--- src/rtl/multi_port_regfile_pkg.sv ---
// Shared types for the multi-port register file.
//   rf_cfg_t       : default geometry (depth, width, read/write port counts)
//   clear_state_t  : clear-sweep FSM states
//   data_t/index_t : legacy fixed-width operand types
package multi_port_regfile_pkg;

  typedef struct packed {
    int unsigned depth;
    int unsigned width;
    int unsigned num_rd;
    int unsigned num_wr;
  } rf_cfg_t;

  localparam rf_cfg_t RF_CFG_DEFAULT = '{depth: 32, width: 32, num_rd: 2, num_wr: 1};

  typedef enum logic {
    IDLE,
    SWEEP
  } clear_state_t;

  typedef logic [31:0] data_t;
  typedef logic [4:0]  index_t;

endpackage

--- src/rtl/multi_port_regfile_clear_ctrl.sv ---
// Clear-sweep controller: on a clear pulse, walks every entry once, one per cycle.
// Ports:
//   clock, reset : posedge clock, synchronous active-high reset
//   clear        : start pulse (ignored while a sweep is running)
//   busy         : sweep in progress (high for exactly DEPTH cycles)
//   clr_we       : zero-write strobe for entry clr_idx
//   clr_idx      : entry being cleared this cycle
module regfile_clear_ctrl
  import multi_port_regfile_pkg::*;
#(
  parameter  int DEPTH = 32,
  localparam int IDX_W = $clog2(DEPTH)
) (
  input  logic             clock,
  input  logic             reset,
  input  logic             clear,
  output logic             busy,
  output logic             clr_we,
  output logic [IDX_W-1:0] clr_idx
);

  localparam logic [IDX_W-1:0] LAST_IDX = IDX_W'(DEPTH - 1);

  clear_state_t     state, state_nxt;
  logic [IDX_W-1:0] cnt, cnt_nxt;

  always_ff @(posedge clock) begin
    if (reset) begin
      state <= IDLE;
      cnt   <= '0;
    end else begin
      state <= state_nxt;
      cnt   <= cnt_nxt;
    end
  end

  always_comb begin
    state_nxt = state;
    cnt_nxt   = cnt;
    busy      = 1'b0;
    clr_we    = 1'b0;
    clr_idx   = cnt;
    case (state)
      IDLE: begin
        if (clear) begin
          state_nxt = SWEEP;
          cnt_nxt   = '0;
        end
      end
      SWEEP: begin
        busy   = 1'b1;
        clr_we = 1'b1;
        if (cnt == LAST_IDX) begin
          state_nxt = IDLE;
          cnt_nxt   = '0;
        end else begin
          cnt_nxt = cnt + 1'b1;
        end
      end
      default: state_nxt = IDLE;
    endcase
  end

endmodule

--- src/rtl/multi_port_regfile.sv ---
// Parametrised NUM_RD-read / NUM_WR-write register file with registered reads,
// highest-port-wins multi-write, a hardware clear sweep and write-conflict flag.
// Optional feature macro: MULTI_PORT_REGFILE_BYPASS_EN (same-edge write->read bypass).
// Ports:
//   clock, reset   : posedge clock, synchronous active-high reset
//   I_We           : per-port write enable          [NUM_WR]
//   I_Index_Dst    : per-port write index           [NUM_WR*IDX_W]
//   I_Data         : per-port write data            [NUM_WR*WIDTH]
//   I_Re           : per-port read enable           [NUM_RD]
//   I_Index_Src    : per-port read index            [NUM_RD*IDX_W]
//   O_Data_Src     : per-port registered read data  [NUM_RD*WIDTH]
//   I_Clear        : pulse to start clear sweep
//   O_Busy         : clear sweep in progress
//   O_Wr_Conflict  : registered, two or more writers hit one index last cycle
module multi_port_regfile
  import multi_port_regfile_pkg::*;
#(
  parameter  int DEPTH  = int'(RF_CFG_DEFAULT.depth),
  parameter  int WIDTH  = int'(RF_CFG_DEFAULT.width),
  parameter  int NUM_RD = int'(RF_CFG_DEFAULT.num_rd),
  parameter  int NUM_WR = int'(RF_CFG_DEFAULT.num_wr),
  localparam int IDX_W  = $clog2(DEPTH)
) (
  input  logic                    clock,
  input  logic                    reset,
  input  logic [NUM_WR-1:0]       I_We,
  input  logic [NUM_WR*IDX_W-1:0] I_Index_Dst,
  input  logic [NUM_WR*WIDTH-1:0] I_Data,
  input  logic [NUM_RD-1:0]       I_Re,
  input  logic [NUM_RD*IDX_W-1:0] I_Index_Src,
  output logic [NUM_RD*WIDTH-1:0] O_Data_Src,
  input  logic                    I_Clear,
  output logic                    O_Busy,
  output logic                    O_Wr_Conflict
);

  logic [WIDTH-1:0] mem [DEPTH];

  logic             busy, clr_we;
  logic [IDX_W-1:0] clr_idx;

  logic [IDX_W-1:0] wr_idx [NUM_WR];
  logic [WIDTH-1:0] wr_data [NUM_WR];
  logic [NUM_WR-1:0] wr_ok;
  logic [IDX_W-1:0] rd_idx [NUM_RD];
  logic [NUM_RD-1:0] rd_valid;
  logic             conflict;

  regfile_clear_ctrl #(.DEPTH(DEPTH)) u_clear_ctrl (
    .clock   (clock),
    .reset   (reset),
    .clear   (I_Clear),
    .busy    (busy),
    .clr_we  (clr_we),
    .clr_idx (clr_idx)
  );

  assign O_Busy = busy;

  // Writes are accepted only outside a sweep and only for in-range indices.
  always_comb begin
    conflict = 1'b0;
    for (int unsigned w = 0; w < NUM_WR; w++) begin
      wr_idx[w]  = I_Index_Dst[w*IDX_W +: IDX_W];
      wr_data[w] = I_Data[w*WIDTH +: WIDTH];
      wr_ok[w]   = I_We[w] && !busy && (int'(wr_idx[w]) < DEPTH);
    end
    for (int unsigned i = 0; i < NUM_WR; i++) begin
      for (int unsigned j = i + 1; j < NUM_WR; j++) begin
        if (wr_ok[i] && wr_ok[j] && (wr_idx[i] == wr_idx[j])) conflict = 1'b1;
      end
    end
    for (int unsigned r = 0; r < NUM_RD; r++) begin
      rd_idx[r]   = I_Index_Src[r*IDX_W +: IDX_W];
      rd_valid[r] = int'(rd_idx[r]) < DEPTH;
    end
  end

`ifdef MULTI_PORT_REGFILE_BYPASS_EN
  logic [NUM_RD-1:0] byp_hit;
  logic [WIDTH-1:0]  byp_data [NUM_RD];

  // Ascending port scan so the highest-numbered matching writer is forwarded,
  // mirroring the storage priority. The sweep zero-write takes precedence.
  always_comb begin
    for (int unsigned r = 0; r < NUM_RD; r++) begin
      byp_hit[r]  = 1'b0;
      byp_data[r] = '0;
      if (clr_we && (rd_idx[r] == clr_idx)) begin
        byp_hit[r] = 1'b1;
      end else begin
        for (int unsigned w = 0; w < NUM_WR; w++) begin
          if (wr_ok[w] && (wr_idx[w] == rd_idx[r])) begin
            byp_hit[r]  = 1'b1;
            byp_data[r] = wr_data[w];
          end
        end
      end
    end
  end
`endif

  // Storage: later loop iterations override earlier ones, so the highest port wins.
  always_ff @(posedge clock) begin
    if (reset) begin
      for (int unsigned e = 0; e < DEPTH; e++) mem[e] <= '0;
    end else if (clr_we) begin
      mem[clr_idx] <= '0;
    end else begin
      for (int unsigned w = 0; w < NUM_WR; w++) begin
        if (wr_ok[w]) mem[wr_idx[w]] <= wr_data[w];
      end
    end
  end

  always_ff @(posedge clock) begin
    if (reset) begin
      O_Data_Src    <= '0;
      O_Wr_Conflict <= 1'b0;
    end else begin
      O_Wr_Conflict <= conflict;
      for (int unsigned r = 0; r < NUM_RD; r++) begin
        if (I_Re[r]) begin
          if (!rd_valid[r]) begin
            O_Data_Src[r*WIDTH +: WIDTH] <= '0;
`ifdef MULTI_PORT_REGFILE_BYPASS_EN
          end else if (byp_hit[r]) begin
            O_Data_Src[r*WIDTH +: WIDTH] <= byp_data[r];
`endif
          end else begin
            O_Data_Src[r*WIDTH +: WIDTH] <= mem[rd_idx[r]];
          end
        end
      end
    end
  end

endmodule
--- config.mk ---
export PLATFORM = sky130hd
export DESIGN_NAME = multi_port_regfile
export DESIGN_NICKNAME = d
export VERILOG_FILES = /design/src/rtl/multi_port_regfile_pkg.sv /design/src/rtl/multi_port_regfile_clear_ctrl.sv /design/src/rtl/multi_port_regfile.sv
export SDC_FILE = /design/constraint.sdc
export NUM_CORES = 2
export LEC_CHECK = 0
export ABC_AREA = 0
export CORE_UTILIZATION = 51
export CTS_BUF_LIST = sky130_fd_sc_hd__clkbuf_8
export DETAILED_ROUTE_END_ITERATION = 16
export PLACE_DENSITY = 0.67
export SLEW_MARGIN = 20
export SYNTH_ARGS = -nofsm -noshare
export SYNTH_HDL_FRONTEND = slang
export SYNTH_HIERARCHICAL = 1
export SYNTH_SLANG_ARGS = --single-unit
--- constraint.sdc ---
create_clock -name clock -period 7.05 [get_ports clock]
set_input_delay 1.0575 -clock clock [delete_from_list [all_inputs] [get_ports clock]]
set_output_delay 1.0575 -clock clock [all_outputs]
set_load 0.02 [all_outputs]
Word-level counts from Yosys, hierarchy flattened:

Memory sizes are Yosys's and may differ from the RTL's. A register that Yosys moved wholly into a read port is not among the register bits.
Index checks and enable logic that the tools add are counted.

* add/subtract/negate cells: 1
* eq/ne operators: 2
* muxes and demuxes: 22
* bitwise operators: 1
* reduce and logical (&&, ||, !) cells: 4

Operators by type and width (number)
* $mux 32: 2
* $reduce_or 32->1: 2
* $mux 5: 4
* $mux 1: 14
* $pmux 5 s2: 1
* $add 5x1->5 const B: 1
* $eq 5x5->1 const B: 1
* $ne 2x2->1 const B: 1
* $pmux 1 s2: 1
* $logic_and 1x1->1: 1
* $logic_not 1->1: 1
* $not 1->1: 1

* bits in registers: 6
* RAM bits: 1024
* input bits: 53
* output and inout port bits: 66
* logic and storage cells: 33
* memories: 1

Memories
* mem: depth 32, bits a word 32, read ports 2, clocked after Yosys merged registers in 2, wr ports 32, RTL line multi_port_regfile.sv:37 `logic [WIDTH-1:0] mem [DEPTH];`

Logic depth before layout (Yosys ltp):

* depth after elaboration: 9
* depth in mapped cells: 9
* mapped depth without buffers: 6

By module:

Netlist, hierarchy kept.

Modules (own cells, without submodules)
* multi_port_regfile: times used 1, cells an instance 4711, area an instance 55588.3 µm², seq. area each 32030.7 µm²
* regfile_clear_ctrl: times used 1, cells an instance 34, area an instance 317.8 µm², seq. area each 120.1 µm²

Least setup slack after synthesis:

Ideal clock, no wire load.

* path type: in2reg
* from: input reset
* to: memory mem[15][0] (netlist name) (enable)
* setup time: 0.394 ns
* data arrival time: 3.325 ns
* data required time: 6.656 ns
* path slack: 3.331 ns
* stages on the path: 7
* path buffers: 2
* cell sequence: buf_2 -> nor4b_4 -> buf_4 -> mux2_2 -> nor3_1 -> nand2_1 -> nand2b_1

RTL lines
* from (decl): RTL line multi_port_regfile.sv:25 `input logic reset,`
* to (decl): RTL line multi_port_regfile.sv:37

==> flow_metrics.tcl <==
set metrics [dict create \
    cts_tree "done" \
    hold_ws_ns 0.482 \
    synth.most_common_cell "nor2_1" \
    synth-edff-count 1024 \
    synthTopCellsByArea "edfxtp_1 (55%), mux2i_1 (18%), nor2_1 (7.4%)" \
    worstHoldPathType "register to register" \
    synthFlopType "edfxtp_1" \
    path_cells "clkdlybuf4s50_1, nor4b_4, buf_4, mux2i_1, nor2b_1, nand2_2, nand2b_2" \
    cts.sink_count 1094 \
    yosysTopAreaCell "edfxtp_1" \
    antenna_found_initial 14 \
    ant_nets 0 \
    p_sw_share_pct 27.4 \
    place_area_um2 57600 \
    dr.first_iter.drc_count 5951 \
    grt_pass1_wl_um 270000 \
    path_delay_family "simple AND/OR/NAND/NOR gates" \
    cts_max_level 4 \
    nNetsFinal 4713 \
    yosysTopAreaCellShare_pct 55.0 \
    min_period_ns 4.84 \
    synthTopCellsByCount "nor2_1 (1096), mux2i_1 (1030), edfxtp_1 (1024)" \
    area_delta_synth_final_pct 9.36 \
    cpPeakStageDelay_ns 0.94 \
    p_switching_w 0.00401 \
    tightestPinTransition_ns 1.24 \
    async_flop_share_pct 0 \
    fill_cells 9040 \
    path_buf_inv 2 \
    die_x_um 333 \
    fin_util_pct 56.2 \
    syn_avg_cell_area_um2 11.8 \
    dieArea_um2 111000 \
    fin_area_um2 61100 \
    core-area_um2 109000 \
    rsz0062_at_grt "false" \
    crit_path_top_delay_cell "nand2b_2" \
    clk_latency_ns 0.92 \
    drv_slew 0 \
    clock_path_buffers 3 \
    power_density_nw_per_um2 239 \
    crit_path_start_kind "input pin" \
    wirelength_um 191000 \
    hpwl_um 117000 \
    worstPathArrival_ns 5.34 \
    fmax_mhz 207 \
    p_int_w 0.0106 \
    gp_congestion 0.956 \
    grt_util_met1_pct 45.6 \
    die_y_um 333 \
    vias 41000 \
    ir_drop_v 0.000190 \
    cap_violations 0 \
    synthCells 4745 \
    pwr-share-seq_pct 51.3 \
    routed_via_density 6.59 \
    detail_route.first_pass.iterations 7 \
    cts_resized 0 \
    grt-ovfl-total 0 \
    met3_usage_pct 9.17 \
    fin_setup_tns_ns 0 \
    yosys_warnings 6 \
    cts_buffers 182 \
    slew_headroom_pct 16.9 \
    yosysUniqueCellTypes 37 \
    grt_pass1_vias 38700 \
    crit_required_ns 7.55 \
    grt_max_degree 129 \
    drive_gt1_share_pct 9.29 \
    root_buffer "clkbuf_8" \
    path_clk_slew_ns 0.06 \
    p_leak_nw 22.7 \
    path_class "input pin to register" \
    drc_errors 0 \
    ys_ff_latch 1094 \
    routedWlPerCell_um 30.7 \
    finalHoldViolations 0 \
    postCtsSetupBuffers 0 \
    status "complete, no violations" \
    synth-seq-area-share_pct 57.5 \
    combPwrFrac_pct 11.7 \
    path_max_fanout 33 \
    fp-row-count 121 \
    finalCritPeriodShare_pct 68.6 \
    met2_usage_pct 50.8 \
    finalSetupViolations 0 \
    grt_most_used_layer "met2" \
    syn_area_um2 55900 \
    clkPwrFrac_pct 37.1 \
    initial_utilization_pct 51.4 \
    grtUsageTotal_pct 33.6 \
    io_buffers 117 \
    skew_ns 0.0539 \
    holdBufCountCts 0 \
    boundaryPins 119 \
    syn-num-nets 4801 \
    endpoint_kind "register" \
]
[kinds of logic after synthesis]
family                   synth area share, %
buffers and inverters                   4.34
adder cells (fa/ha/maj)               0.0671
multiplexers                            18.5
AND/OR/NAND/NOR                         9.49
flip-flops                              57.5
AO/OA/AOI/OAI                           10.1
other                                0.00671
[stage by stage]
| step | power, W | instances | setup WS (ns) |
|---|---|---|---|
| after floorplan | 0.00860 | 4745 | 3.33 |
| after global routing | 0.0150 | 6217 | 1.93 |
| after global placement | 0.00924 | 5886 | 1.48 |
| final | 0.0146 | 6219 | 2.21 |
| after CTS | 0.0146 | 6214 | 2.30 |
| after detailed placement | 0.00927 | 5886 | 1.42 |
[state kept, by name, summed over array words and instances (netlist names)]
| name | flops |
|---|---|
| mem | 1024 |
| O_Data_Src | 64 |
| u_clear_ctrl/clr_idx | 5 |
| u_clear_ctrl/state | 1 |
[power by group through the flow]
stage / logic, W / registers, W / clock network [W]
2_1_floorplan: 0.000991 / 0.00761 / 0
4_1_cts: 0.00166 / 0.00749 / 0.00542
3_5_place_dp: 0.00165 / 0.00762 / 0
6_report: 0.00171 / 0.00749 / 0.00542
5_1_grt: 0.00176 / 0.00751 / 0.00570
3_3_place_gp: 0.00164 / 0.00761 / 0
[final timing paths]
kind | from | to | slack (ns) | depth (start not counted)
worst min-delay path | O_Data_Src[19] | O_Data_Src[19] | 0.48 | 2
worst min register to register | O_Data_Src[19] | O_Data_Src[19] | 0.48 | 2
worst max register to register | u_clear_ctrl/state | mem[5][24] | 2.23 | 6
worst max-delay path | I_We | mem[5][24] | 2.21 | 7
[layout make-up]
class | count | area (um2) | share of cell area, %
tap | 1414 | 1770 | 2.89
inverter | 1 | 3.75 | 0.00614
timing repair buffer | 207 | 2100 | 3.44
antenna | 4 | 10.0 | 0.0164
clock buffer | 200 | 2750 | 4.50
multi-input combinational | 3171 | 21700 | 35.4
clock inverter | 128 | 697 | 1.14
sequential | 1094 | 32200 | 52.6
[layout by cell type, fill, tap and decap left out, types with 3 or more instances in the layout]
cell | Yosys | layout
a211oi_1 | 64 | 64
a21oi_1 | 259 | 259
a22oi_1 | 512 | 512
buf_12 | 0 | 19
buf_4 | 76 | 71
clkbuf_8 | 0 | 200
clkdlybuf4s50_1 | 0 | 112
clkinv_1 | 0 | 31
clkinv_2 | 0 | 17
clkinv_8 | 0 | 6
clkinvlp_4 | 0 | 8
dfxtp_1 | 70 | 70
diode_2 | 0 | 4
edfxtp_1 | 1024 | 1024
ha_1 | 3 | 3
inv_1 | 1 | 61
mux2i_1 | 1030 | 1030
nand2_1 | 68 | 5
nand2_2 | 0 | 63
nand2b_2 | 0 | 30
nand2b_4 | 0 | 6
nor2_1 | 1096 | 1094
nor2b_1 | 7 | 3
nor2b_4 | 1 | 5
nor3_1 | 7 | 7
nor3b_1 | 3 | 3
or4_1 | 64 | 64
[routing by layer]
layer,up-vias,routed length (um)
met5,-,62
met4,8,8410
met3,405,23600
met2,2769,84900
met1,20400,74200
li1,17400,-
[tightest hold or removal path, delay by kind of cell, from the launching register on]
family          cells  cell delay [ns]
flops               1             0.31
compound gates      1             0.05
simple gates        1             0.08
No activity file was read; power rests on OpenSTA's default activity.
